==> config.mk <==
export PLATFORM = sky130hd
export DESIGN_NAME = axis_pixel_generator
export DESIGN_NICKNAME = d
export VERILOG_FILES = /design/src/rtl/axis_pixel_generator.sv
export SDC_FILE = /design/constraint.sdc
export NUM_CORES = 1
export LEC_CHECK = 0
export CAP_MARGIN = 20
export CORE_MARGIN = 8
export CORE_UTILIZATION = 46
export CTS_CLUSTER_DIAMETER = 150
export DETAILED_ROUTE_END_ITERATION = 8
export GPL_TIMING_DRIVEN = 0
export PLACE_DENSITY = 0.89
export SLEW_MARGIN = 20
export SYNTH_ARGS = -nofsm -noshare
export SYNTH_HDL_FRONTEND = slang
export SYNTH_SLANG_ARGS = --single-unit
==> constraint.sdc <==
create_clock -name out_stream_aclk -period 3.7 [get_ports out_stream_aclk]
set_input_delay 0.37 -clock out_stream_aclk [delete_from_list [all_inputs] [get_ports out_stream_aclk]]
set_output_delay 0.37 -clock out_stream_aclk [all_outputs]
set_load 0.01 [all_outputs]
==> src/rtl/axis_pixel_generator.sv <==
// axis_pixel_generator
// Test-pattern video source. It emits frames of packed 24-bit RGB pixels on an
// AXI4-Stream master. tuser marks the first word of a frame and tlast marks the
// last word of a line. A small AXI4-Lite register file configures it.
// Four pixels pack into three 32-bit words: {p3,p2,p1,p0} = {w2,w1,w0}.
//
// Optional build macro: PIXGEN_FRAME_CNT_EN adds the 32-bit frame counter. With
// the macro, FRAME_CNT (0x0C) is readable and gradient blue = frame[7:0].
// Without it, 0x0C reads 0 and gradient blue = 0.
//
// Ports:
//   out_stream_aclk        clock for stream and AXI-Lite logic
//   axi_reset              asynchronous active-high reset
//   out_stream_t*          AXI4-Stream master (tdata/tkeep/tlast/tuser/tvalid/tready)
//   s_axi_lite_aw*/w*/b*   AXI4-Lite write channels
//   s_axi_lite_ar*/r*      AXI4-Lite read channels
// Register map (word addressed):
//   0x00 CTRL[0] enable (resets to 1)
//   0x04 PATTERN[1:0]
//   0x08 COLOR[23:0]
//   0x0C FRAME_CNT (read only)
module axis_pixel_generator #(
  parameter int unsigned X_WORDS = 480,
  parameter int unsigned Y_SIZE  = 480,
  parameter int unsigned ADDR_W  = 8
) (
  input  logic              out_stream_aclk,
  input  logic              axi_reset,
  output logic [31:0]       out_stream_tdata,
  output logic [3:0]        out_stream_tkeep,
  output logic              out_stream_tlast,
  output logic              out_stream_tuser,
  output logic              out_stream_tvalid,
  input  logic              out_stream_tready,
  input  logic [ADDR_W-1:0] s_axi_lite_awaddr,
  input  logic              s_axi_lite_awvalid,
  output logic              s_axi_lite_awready,
  input  logic [31:0]       s_axi_lite_wdata,
  input  logic              s_axi_lite_wvalid,
  output logic              s_axi_lite_wready,
  output logic [1:0]        s_axi_lite_bresp,
  output logic              s_axi_lite_bvalid,
  input  logic              s_axi_lite_bready,
  input  logic [ADDR_W-1:0] s_axi_lite_araddr,
  input  logic              s_axi_lite_arvalid,
  output logic              s_axi_lite_arready,
  output logic [31:0]       s_axi_lite_rdata,
  output logic [1:0]        s_axi_lite_rresp,
  output logic              s_axi_lite_rvalid,
  input  logic              s_axi_lite_rready
);

  localparam int unsigned GROUPS = X_WORDS / 3;
  localparam int unsigned GW     = (GROUPS > 1) ? $clog2(GROUPS) : 1;
  localparam int unsigned YW     = (Y_SIZE > 1) ? $clog2(Y_SIZE) : 1;
  localparam int unsigned AW     = ADDR_W - 2;

  // Position of the next word to load: pixel group, word-in-group, line.
  logic [GW-1:0] grp_q;
  logic [1:0]    sub_q;
  logic [YW-1:0] y_q;

  logic          tvalid_q, tlast_q, tuser_q, eof_q;
  logic [31:0]   tdata_q;

  // Register file and per-frame active copies.
  logic          en_q;
  logic [1:0]    pat_q, pat_act_q;
  logic [23:0]   color_q, color_act_q;

  logic          awready_q, bvalid_q, arready_q, rvalid_q;
  logic [31:0]   rdata_q;

  logic          load_c, sof_c, emit_c, last_word_c, last_line_c, frame_inc_c;
  logic [1:0]    pat_use_c;
  logic [23:0]   color_use_c;
  logic [23:0]   pix_c [4];
  logic [95:0]   grp_bits_c;
  logic [31:0]   word_c, rdata_c, frame_rd_c;
  logic [7:0]    blue_c;
  logic          wr_c, rd_c;
  logic          unused_bits;

  assign unused_bits = ^{s_axi_lite_awaddr[1:0], s_axi_lite_araddr[1:0],
                         s_axi_lite_wdata[31:24]};

  // The output register can take a new word when empty or when its word leaves.
  assign load_c      = !tvalid_q || out_stream_tready;
  assign sof_c       = (grp_q == '0) && (sub_q == 2'd0) && (y_q == '0);
  assign emit_c      = load_c && (!sof_c || en_q);
  assign last_word_c = (grp_q == GW'(GROUPS - 1)) && (sub_q == 2'd2);
  assign last_line_c = (y_q == YW'(Y_SIZE - 1));
  assign frame_inc_c = tvalid_q && out_stream_tready && eof_q;

`ifdef PIXGEN_FRAME_CNT_EN
  logic [31:0] frame_q;
  logic [31:0] frame_nxt_c;

  // The frame count bumps when the final word of a frame transfers.
  always_ff @(posedge out_stream_aclk or posedge axi_reset) begin
    if (axi_reset)        frame_q <= '0;
    else if (frame_inc_c) frame_q <= frame_q + 32'd1;
  end

  // The first word of a new frame may load on the same edge as the bump.
  assign frame_nxt_c = frame_q + 32'(frame_inc_c);
  assign blue_c      = frame_nxt_c[7:0];
  assign frame_rd_c  = frame_q;
`else
  logic unused_frame_inc;
  assign unused_frame_inc = frame_inc_c;
  assign blue_c           = 8'd0;
  assign frame_rd_c       = 32'd0;
`endif

  // Build the pixel group for the next word and select its 32-bit slice.
  always_comb begin
    pat_use_c   = sof_c ? pat_q : pat_act_q;
    color_use_c = sof_c ? color_q : color_act_q;
    pix_c       = '{default: '0};
    for (int i = 0; i < 4; i++) begin
      if (pat_use_c == 2'd1) pix_c[i] = color_use_c;
      else                   pix_c[i] = {8'({grp_q, 2'(i)}), 8'(y_q), blue_c};
    end
    grp_bits_c = {pix_c[3], pix_c[2], pix_c[1], pix_c[0]};
    case (sub_q)
      2'd0:    word_c = grp_bits_c[31:0];
      2'd1:    word_c = grp_bits_c[63:32];
      default: word_c = grp_bits_c[95:64];
    endcase
  end

  // Stream output register and position counters.
  always_ff @(posedge out_stream_aclk or posedge axi_reset) begin
    if (axi_reset) begin
      tvalid_q    <= 1'b0;
      tlast_q     <= 1'b0;
      tuser_q     <= 1'b0;
      eof_q       <= 1'b0;
      tdata_q     <= '0;
      grp_q       <= '0;
      sub_q       <= '0;
      y_q         <= '0;
      pat_act_q   <= '0;
      color_act_q <= '0;
    end else if (load_c) begin
      tvalid_q <= emit_c;
      if (emit_c) begin
        tdata_q <= word_c;
        tlast_q <= last_word_c;
        tuser_q <= sof_c;
        eof_q   <= last_word_c && last_line_c;
        if (sof_c) begin
          pat_act_q   <= pat_q;
          color_act_q <= color_q;
        end
        if (sub_q == 2'd2) begin
          sub_q <= 2'd0;
          if (grp_q == GW'(GROUPS - 1)) begin
            grp_q <= '0;
            y_q   <= last_line_c ? '0 : y_q + YW'(1);
          end else begin
            grp_q <= grp_q + GW'(1);
          end
        end else begin
          sub_q <= sub_q + 2'd1;
        end
      end
    end
  end

  assign wr_c = awready_q && s_axi_lite_awvalid && s_axi_lite_wvalid;
  assign rd_c = arready_q && s_axi_lite_arvalid;

  always_comb begin
    rdata_c = 32'd0;
    case (s_axi_lite_araddr[ADDR_W-1:2])
      AW'(0):  rdata_c = {31'd0, en_q};
      AW'(1):  rdata_c = {30'd0, pat_q};
      AW'(2):  rdata_c = {8'd0, color_q};
      AW'(3):  rdata_c = frame_rd_c;
      default: rdata_c = 32'd0;
    endcase
  end

  // AXI-Lite slave: single-cycle ready pulses, responses held until accepted.
  always_ff @(posedge out_stream_aclk or posedge axi_reset) begin
    if (axi_reset) begin
      awready_q <= 1'b0;
      bvalid_q  <= 1'b0;
      arready_q <= 1'b0;
      rvalid_q  <= 1'b0;
      rdata_q   <= '0;
      en_q      <= 1'b1;
      pat_q     <= '0;
      color_q   <= '0;
    end else begin
      awready_q <= s_axi_lite_awvalid && s_axi_lite_wvalid && !bvalid_q && !awready_q;
      arready_q <= s_axi_lite_arvalid && !rvalid_q && !arready_q;
      if (bvalid_q && s_axi_lite_bready) bvalid_q <= 1'b0;
      if (rvalid_q && s_axi_lite_rready) rvalid_q <= 1'b0;
      if (wr_c) begin
        bvalid_q <= 1'b1;
        case (s_axi_lite_awaddr[ADDR_W-1:2])
          AW'(0):  en_q    <= s_axi_lite_wdata[0];
          AW'(1):  pat_q   <= s_axi_lite_wdata[1:0];
          AW'(2):  color_q <= s_axi_lite_wdata[23:0];
          default: ;
        endcase
      end
      if (rd_c) begin
        rvalid_q <= 1'b1;
        rdata_q  <= rdata_c;
      end
    end
  end

  assign out_stream_tdata   = tdata_q;
  assign out_stream_tkeep   = 4'hF;
  assign out_stream_tlast   = tlast_q;
  assign out_stream_tuser   = tuser_q;
  assign out_stream_tvalid  = tvalid_q;
  assign s_axi_lite_awready = awready_q;
  assign s_axi_lite_wready  = awready_q;
  assign s_axi_lite_bresp   = 2'b00;
  assign s_axi_lite_bvalid  = bvalid_q;
  assign s_axi_lite_arready = arready_q;
  assign s_axi_lite_rdata   = rdata_q;
  assign s_axi_lite_rresp   = 2'b00;
  assign s_axi_lite_rvalid  = rvalid_q;

endmodule

==> metrics, run 1 <==
outcome=completed; storage element area=3200 um2; Pint=2.95 mW; post-route cell area=8260 um2; Sw Pwr=1.17 mW; Port Buffers=107; Final min period=2720 ps; area grow syn2layout=33.2%; postcts setup bufs=0; Slew Limit Fails=0; hold slack=233 ps; grt ovf=0; nets=768; area of the multi-input gates=2710 um2; Max Cap Viol=0; number of diodes=0; Leakage=3.68 nW; Post-DP HPWL=14.0 mm; Seq pwr share=37.6%; number of global-route vias before repair=5453; R2R Path End=out_stream_tdata[8]; Async SR Flop Fraction=100%; Setup TNS=0 ps; Num CTS Buffers=17; sequential share of the synthesized area=51.6%; root buffer cell=clkbuf_16; core area=13200 um2; global-route wire length before repair=30.1 mm; Detail Route Antenna Nets=0; power share of the clock group=42.3%; clk slew on worst S/H paths=60 ps; DR iter-0 viols=393; IO Pins=136; vias=5199; Startpoint Class=flop; Max H-tree Level=4; Worst Path Arrival=3050 ps; Placed Area=7640 um2; final period utilization=73.6%; Detailed Route WL=18.5 mm; worst skew pair latency=430 ps; crit path kind=flop to flop; Die H=132 um; site row count=42; max frequency=367 MHz; DR pass1 iterations=5; Power Density=500 nW/um2; Synth Cell Area=6200 um2; Worst Setup EP=out_stream_tdata[8]; Most used DFF post-synth=dfrtp_1; Synth Warn #=0; GPL Wtd Cong=0.922; Hold-fix buffers, CTS=0; initial core utilization=47.0%; vias per cell=5.80; fillers=1048; post-CTS sizing=0; combinational power share=20.2%; all-layer global routing usage=21.8%; r2r startpoint=y_q[0]; CTS tree=done; Crit path required time=4030 ps; Net Sw Frac=28.5%; Clock Skews=9.77 ps; initial antenna violation count=0; Yosys reg bits=128; Longest Clk Path Bufs=2; worst vdd ir=0.274 mV; cells on worst reg2reg path=9; Post-synth EDFFs=0; worst rel slew slack=49.1%; Least-Margin Pin Slew=764 ps; wire per inst=20.6 um; RSZ-0062 raised after global routing=no; Sink Count=128; drt drc=0; library cells used by synthesis=62; pin count of the biggest net entering global routing=37; DP Worst Slack=1030 ps; die footprint=17500 um2; Worst Hold Class=primary input to asynchronous set/reset pin; fraction of layout cells with a size suffix above 1=19.4%; die width=132 um; final setup margin=977 ps; Post-Synthesis Cells=564; Final setup viols=0; R2R Setup Slk=980 ps; critical path capture point type=flop; Hold Fails Final Rpt=0; Worst Setup SP=y_q[0]; Post-Syn Area per Cell=11.0 um2; Worst Path Max Fanout=10
layer usage:
| layer | wire length, um | GRT usage (%) | up-vias |
|---|---|---|---|
| met2 | 8770 | 34.7 | 237 |
| met5 | 0 | 0 | - |
| met4 | 521 | 9.51 | 0 |
| met1 | 7820 | 27.3 | 2605 |
| li1 | - | - | 2317 |
| met3 | 1350 | 6.02 | 40 |
state kept, by name, indices dropped and copies added (netlist names), 2 cells and up:
| signal | count |
|---|---|
| pat_act_q | 2 |
| out_stream_tdata | 25 |
| y_q | 9 |
| sub_q | 2 |
| color_act_q | 24 |
| pat_q | 2 |
| grp_q | 8 |
| s_axi_lite_rdata | 24 |
| color_q | 24 |
cell usage after synthesis (6+ instances only):
| cell type | n | share of area (%) |
|---|---|---|
| a21oi_1 | 30 | 2.4 |
| a221o_1 | 8 | 1.3 |
| a22o_1 | 23 | 3.2 |
| a22oi_1 | 13 | 1.6 |
| a31oi_1 | 15 | 1.5 |
| and2_1 | 8 | 0.81 |
| buf_2 | 10 | 0.81 |
| buf_4 | 25 | 3.0 |
| clkbuf_1 | 17 | 1.0 |
| dfrtp_1 | 127 | 51 |
| inv_1 | 7 | 0.42 |
| mux2_2 | 53 | 9.6 |
| mux2i_1 | 10 | 1.6 |
| nand2_1 | 32 | 1.9 |
| nand2b_1 | 12 | 1.2 |
| nand3_1 | 12 | 0.97 |
| nand4_1 | 6 | 0.61 |
| nor2_1 | 38 | 2.3 |
| nor2b_1 | 9 | 0.91 |
| o211ai_1 | 8 | 0.97 |
| o21ai_0 | 20 | 1.6 |
power by group through the flow:
stage / Sequential, mW / Combinational [mW] / Clock (mW)
5_1_grt: 1.56 / 0.902 / 1.82
2_1_floorplan: 1.58 / 0.451 / 0
4_1_cts: 1.55 / 0.827 / 1.76
3_5_place_dp: 1.58 / 0.820 / 0
3_3_place_gp: 1.57 / 0.795 / 0
6_report: 1.55 / 0.832 / 1.74
area by class of cell:
class / instances / area share, %
clock buffer: 20 / 5.65
timing repair buffer: 111 / 14.0
inverter: 7 / 0.363
multi-input combinational: 387 / 32.8
sequential: 128 / 38.8
tap: 176 / 2.67
buffer: 56 / 3.83
clock inverter: 12 / 1.88
critical path, cell delays in order (launching register included):
cell	delay (ps)
dfrtp_1	470
inv_1	80
ha_1	190
and4bb_1	220
and4_1	150
buf_4	170
a21oi_1	600
clkbuf_1	420
nor2_1	120
a31oi_1	200
cells by family (layout without fill, tap and decap cells):
kind of cell,count (synthesis),after routing,synth area share [%]
flops,128,128,51.6
buf+inv,63,206,5.53
other cells,2,16,0.121
mux,64,64,11.4
fa+ha+maj,4,4,0.807
xor+xnor,8,8,1.13
compound gates,146,146,16.7
simple gates,149,149,12.7
layout by cell type, fill, tap and decap left out, types with 4 or more instances in the layout:
cell,netlist,final
a21oi_1,30,30
a221o_1,8,8
a22o_1,23,23
a22oi_1,13,13
a31oi_1,15,15
and2_1,8,8
and3_1,5,5
buf_1,4,4
buf_2,10,10
buf_4,25,25
clkbuf_1,17,17
clkbuf_16,0,17
clkdlybuf4s50_1,0,107
conb_1,2,16
dfrtp_1,127,127
ha_1,4,4
inv_1,7,6
mux2_2,53,53
mux2i_1,10,10
nand2_1,32,32
nand2b_1,12,12
nand3_1,12,12
nand4_1,6,6
nor2_1,38,38
nor2b_1,9,9
nor3_1,5,5
o211ai_1,8,8
o21ai_0,20,20
o22ai_1,4,4
xnor2_1,5,5
worst min path at each step:
stage	startpoint	to	slack (ps)
2_1_floorplan	s_axi_lite_bready	s_axi_lite_bvalid	470
3_3_place_gp	s_axi_lite_bvalid	s_axi_lite_awready	440
3_5_place_dp	s_axi_lite_rvalid	s_axi_lite_arready	460
4_1_cts	axi_reset	out_stream_tdata[7]	220
5_1_grt	axi_reset	out_stream_tdata[7]	250
6_report	axi_reset	out_stream_tdata[7]	230
through the flow:
stage / power [mW] / utilization, % / std cells
after floorplan: 2.03 / - / 578
after global placement: 2.36 / 57.3 / 861
after detailed placement: 2.39 / 57.9 / 865
after CTS: 4.14 / 62.6 / 897
after global routing: 4.28 / 62.6 / 897
final: 4.13 / 62.6 / 897
Note: power is estimated with default switching activity, not from simulation.
==> inputs of run 2 (changes only) <==
Clock period 3.7 ns to 2.4 ns, I/O delays scaled along.
==> run 2 against run 1 <==
Against the previous run:
- fmax increased by 15%
- clock-buffer cell count unchanged
- cell area increased by 3.5%
- final cell count increased by 1.3%
- global-route usage increased by 0.33 points
==> metrics, run 2 (synthesis gave the netlist of run 1 again) <==
core area=13200 um2 (unchanged); Setup TNS=0 ps (unchanged); max frequency=421 MHz (+15%); max reg flops=25 (unchanged); Power Density=769 nW/um2 (+54%); most frequent cells in the layout=123 x dfrtp_1, 107 x clkdlybuf4s50_1, 53 x mux2_2; all-layer global routing usage=22.1% (+0.33 points); Worst Path Max Fanout=8 (-2); end-of-flow core utilization=64.8% (+2.2 points); initial antenna violation count=0 (unchanged); site row count=42 (unchanged); worst vdd ir=0.430 mV (+57%); initial core utilization=47.0% (unchanged); Crit path max-delay family=compound AO/OA/AOI/OAI gates; vias=5286 (+1.7%); critical path capture point type=flop; drt drc=0 (unchanged); wire per inst=20.9 um (+1.5%); DR pass1 iterations=5 (unchanged); Num CTS Buffers=17 (unchanged); power share of the clock group=40.9% (-1.4 points); Leakage=3.78 nW (+2.5%); Crit path required time=2700 ps (-1330 ps); pin count of the biggest net entering global routing=37 (unchanged); Port Buffers=107 (unchanged); die footprint=17500 um2 (unchanged); hold slack=105 ps (-128 ps); Final setup viols=0 (unchanged); Detailed Route WL=19.0 mm (+2.9%); CP max stage delay=440 ps (-160 ps); Slew Limit Fails=0 (unchanged); worst rel slew slack=57.5% (+8.5 points); Net Sw Frac=29.2% (+0.72 points); fin cells=909 (+1.3%); Sink Count=128 (unchanged); global-route wire length before repair=30.5 mm (+1.4%); Final min period=2370 ps (-350 ps); Cell Chain, Critical Path=inv_2, ha_4, and4bb_2, and4_1, buf_6, a21oi_4, buf_6, a221o_1, mux2i_1, o22ai_1; commonest non-fill, non-tap cell in the layout=dfrtp_1; Die H=132 um (unchanged); post-route cell area=8550 um2 (+3.5%); Sw Pwr=1.92 mW (+63%); worst skew pair latency=420 ps (about the same); Pint=4.66 mW (+58%); Bufs and invs on worst path=3 (unchanged); area grow syn2layout=37.8%; Least-Margin Pin Slew=637 ps (-127 ps); Detail Route Antenna Nets=0 (unchanged); nets=780 (+1.6%); die width=132 um (unchanged); Hold Fails Final Rpt=0 (unchanged); Placed Area=7640 um2 (unchanged); root buffer cell=clkbuf_16; number of global-route vias before repair=5554 (+1.9%); grt ovf=0 (unchanged); post-placement cell count=865 (unchanged); most frequent CP cell=buf_6; Post-DP HPWL=14.0 mm (unchanged); RSZ-0062 raised after global routing=yes; Max Cap Viol=0 (unchanged); Seq pwr share=36.4% (-1.2 points); Max H-tree Level=4 (unchanged); combinational power share=22.7% (+2.5 points); clk slew on worst S/H paths=60 ps (about the same); Worst Path Arrival=2670 ps (-380 ps); outcome=completed; GPL Wtd Cong=0.922 (unchanged); CTS tree=done; Startpoint Class=flop; number of diodes=0 (unchanged); CP max-delay cell=a221o_1; Longest Clk Path Bufs=2 (unchanged); fraction of layout cells with a size suffix above 1=25.8% (+6.4 points); final period utilization=98.9% (+25 points); vias per cell=5.82 (+0.33%); IO Pins=136 (unchanged); DR iter-0 viols=359 (-8.7%); Worst Hold Class=primary input to asynchronous set/reset pin; Clock Skews=10.5 ps (+0.730 ps); crit path kind=flop to flop
==> run 2: cell types whose count changed in the layout (fill, tap and decap cells not counted), sizes merged <==
cell | previous run | this run
buf | 43 | 56
clkbuf | 37 | 36
==> run 2: worst paths after layout <==
check / startpoint / endpoint / slack, ps / cells after the start
worst max-delay path: grp_q[1] / out_stream_tdata[13] / 30 / 10
worst min-delay path: axi_reset / out_stream_tdata[7] / 110 / 2
worst max register to register: grp_q[1] / out_stream_tdata[13] / 30 / 10
worst min register to register: s_axi_lite_bvalid / s_axi_lite_awready / 460 / 1
max in group asynchronous: axi_reset / en_q / 1340 / 5
min in group out_stream_aclk: s_axi_lite_rready / s_axi_lite_rvalid / 360 / 2
==> run 2: layout make-up <==
cell class	count	area, um2
flip-flops and latches	128	3210
plain buffers	54	335
multi-input cells	387	2870
clock inverters	12	155
fillers	1008	4640
well taps	176	220
inverters	7	30.0
repair buffers	125	1270
clock buffers	20	467
==> run 2: routing by layer <==
layer / wire length [um] / vias up / GRT usage, % / part of all wire, %
li1: - / 2348 / - / -
met1: 7790 / 2633 / 27.3 / 41
met2: 9160 / 263 / 35.0 / 48
met3: 1450 / 42 / 6.52 / 7.6
met4: 582 / 0 / 10.5 / 3.1
met5: 0 / - / 0 / 0
==> run 2: worst register-to-register path, cell delays in order, from the launching register on <==
cell,delay (ps)
dfrtp_1,400
inv_2,100
ha_4,130
and4bb_2,270
and4_1,200
buf_6,160
a21oi_4,80
buf_6,140
a221o_1,440
mux2i_1,220
o22ai_1,120
==> run 2: stage by stage <==
stage	worst slack, ps	total power [mW]
final	27.1	6.58
after global routing	-64.3	6.82
after CTS	3.68	6.45
after detailed placement	-266	3.69
after global placement	-438	3.64
after floorplan	69.4	3.13
==> run 2: timing repair <==
item                                   CTS  global route
gates cloned                             1             0
gates resized for setup                 23            33
buffers inserted                         6             7
hold buffers                             0             0
endpoints found under the hold margin    0             0
pin swaps                                5            19
setup endpoints to repair               51            50
==> run 2: power groups by stage <==
stage                     logic [mW]  registers, mW  clock network (mW)
after floorplan                0.696           2.44                   0
after global placement          1.23           2.42                   0
after detailed placement        1.26           2.43                   0
after CTS                       1.33           2.39                2.72
after global routing            1.60           2.41                2.81
final                           1.49           2.40                2.69
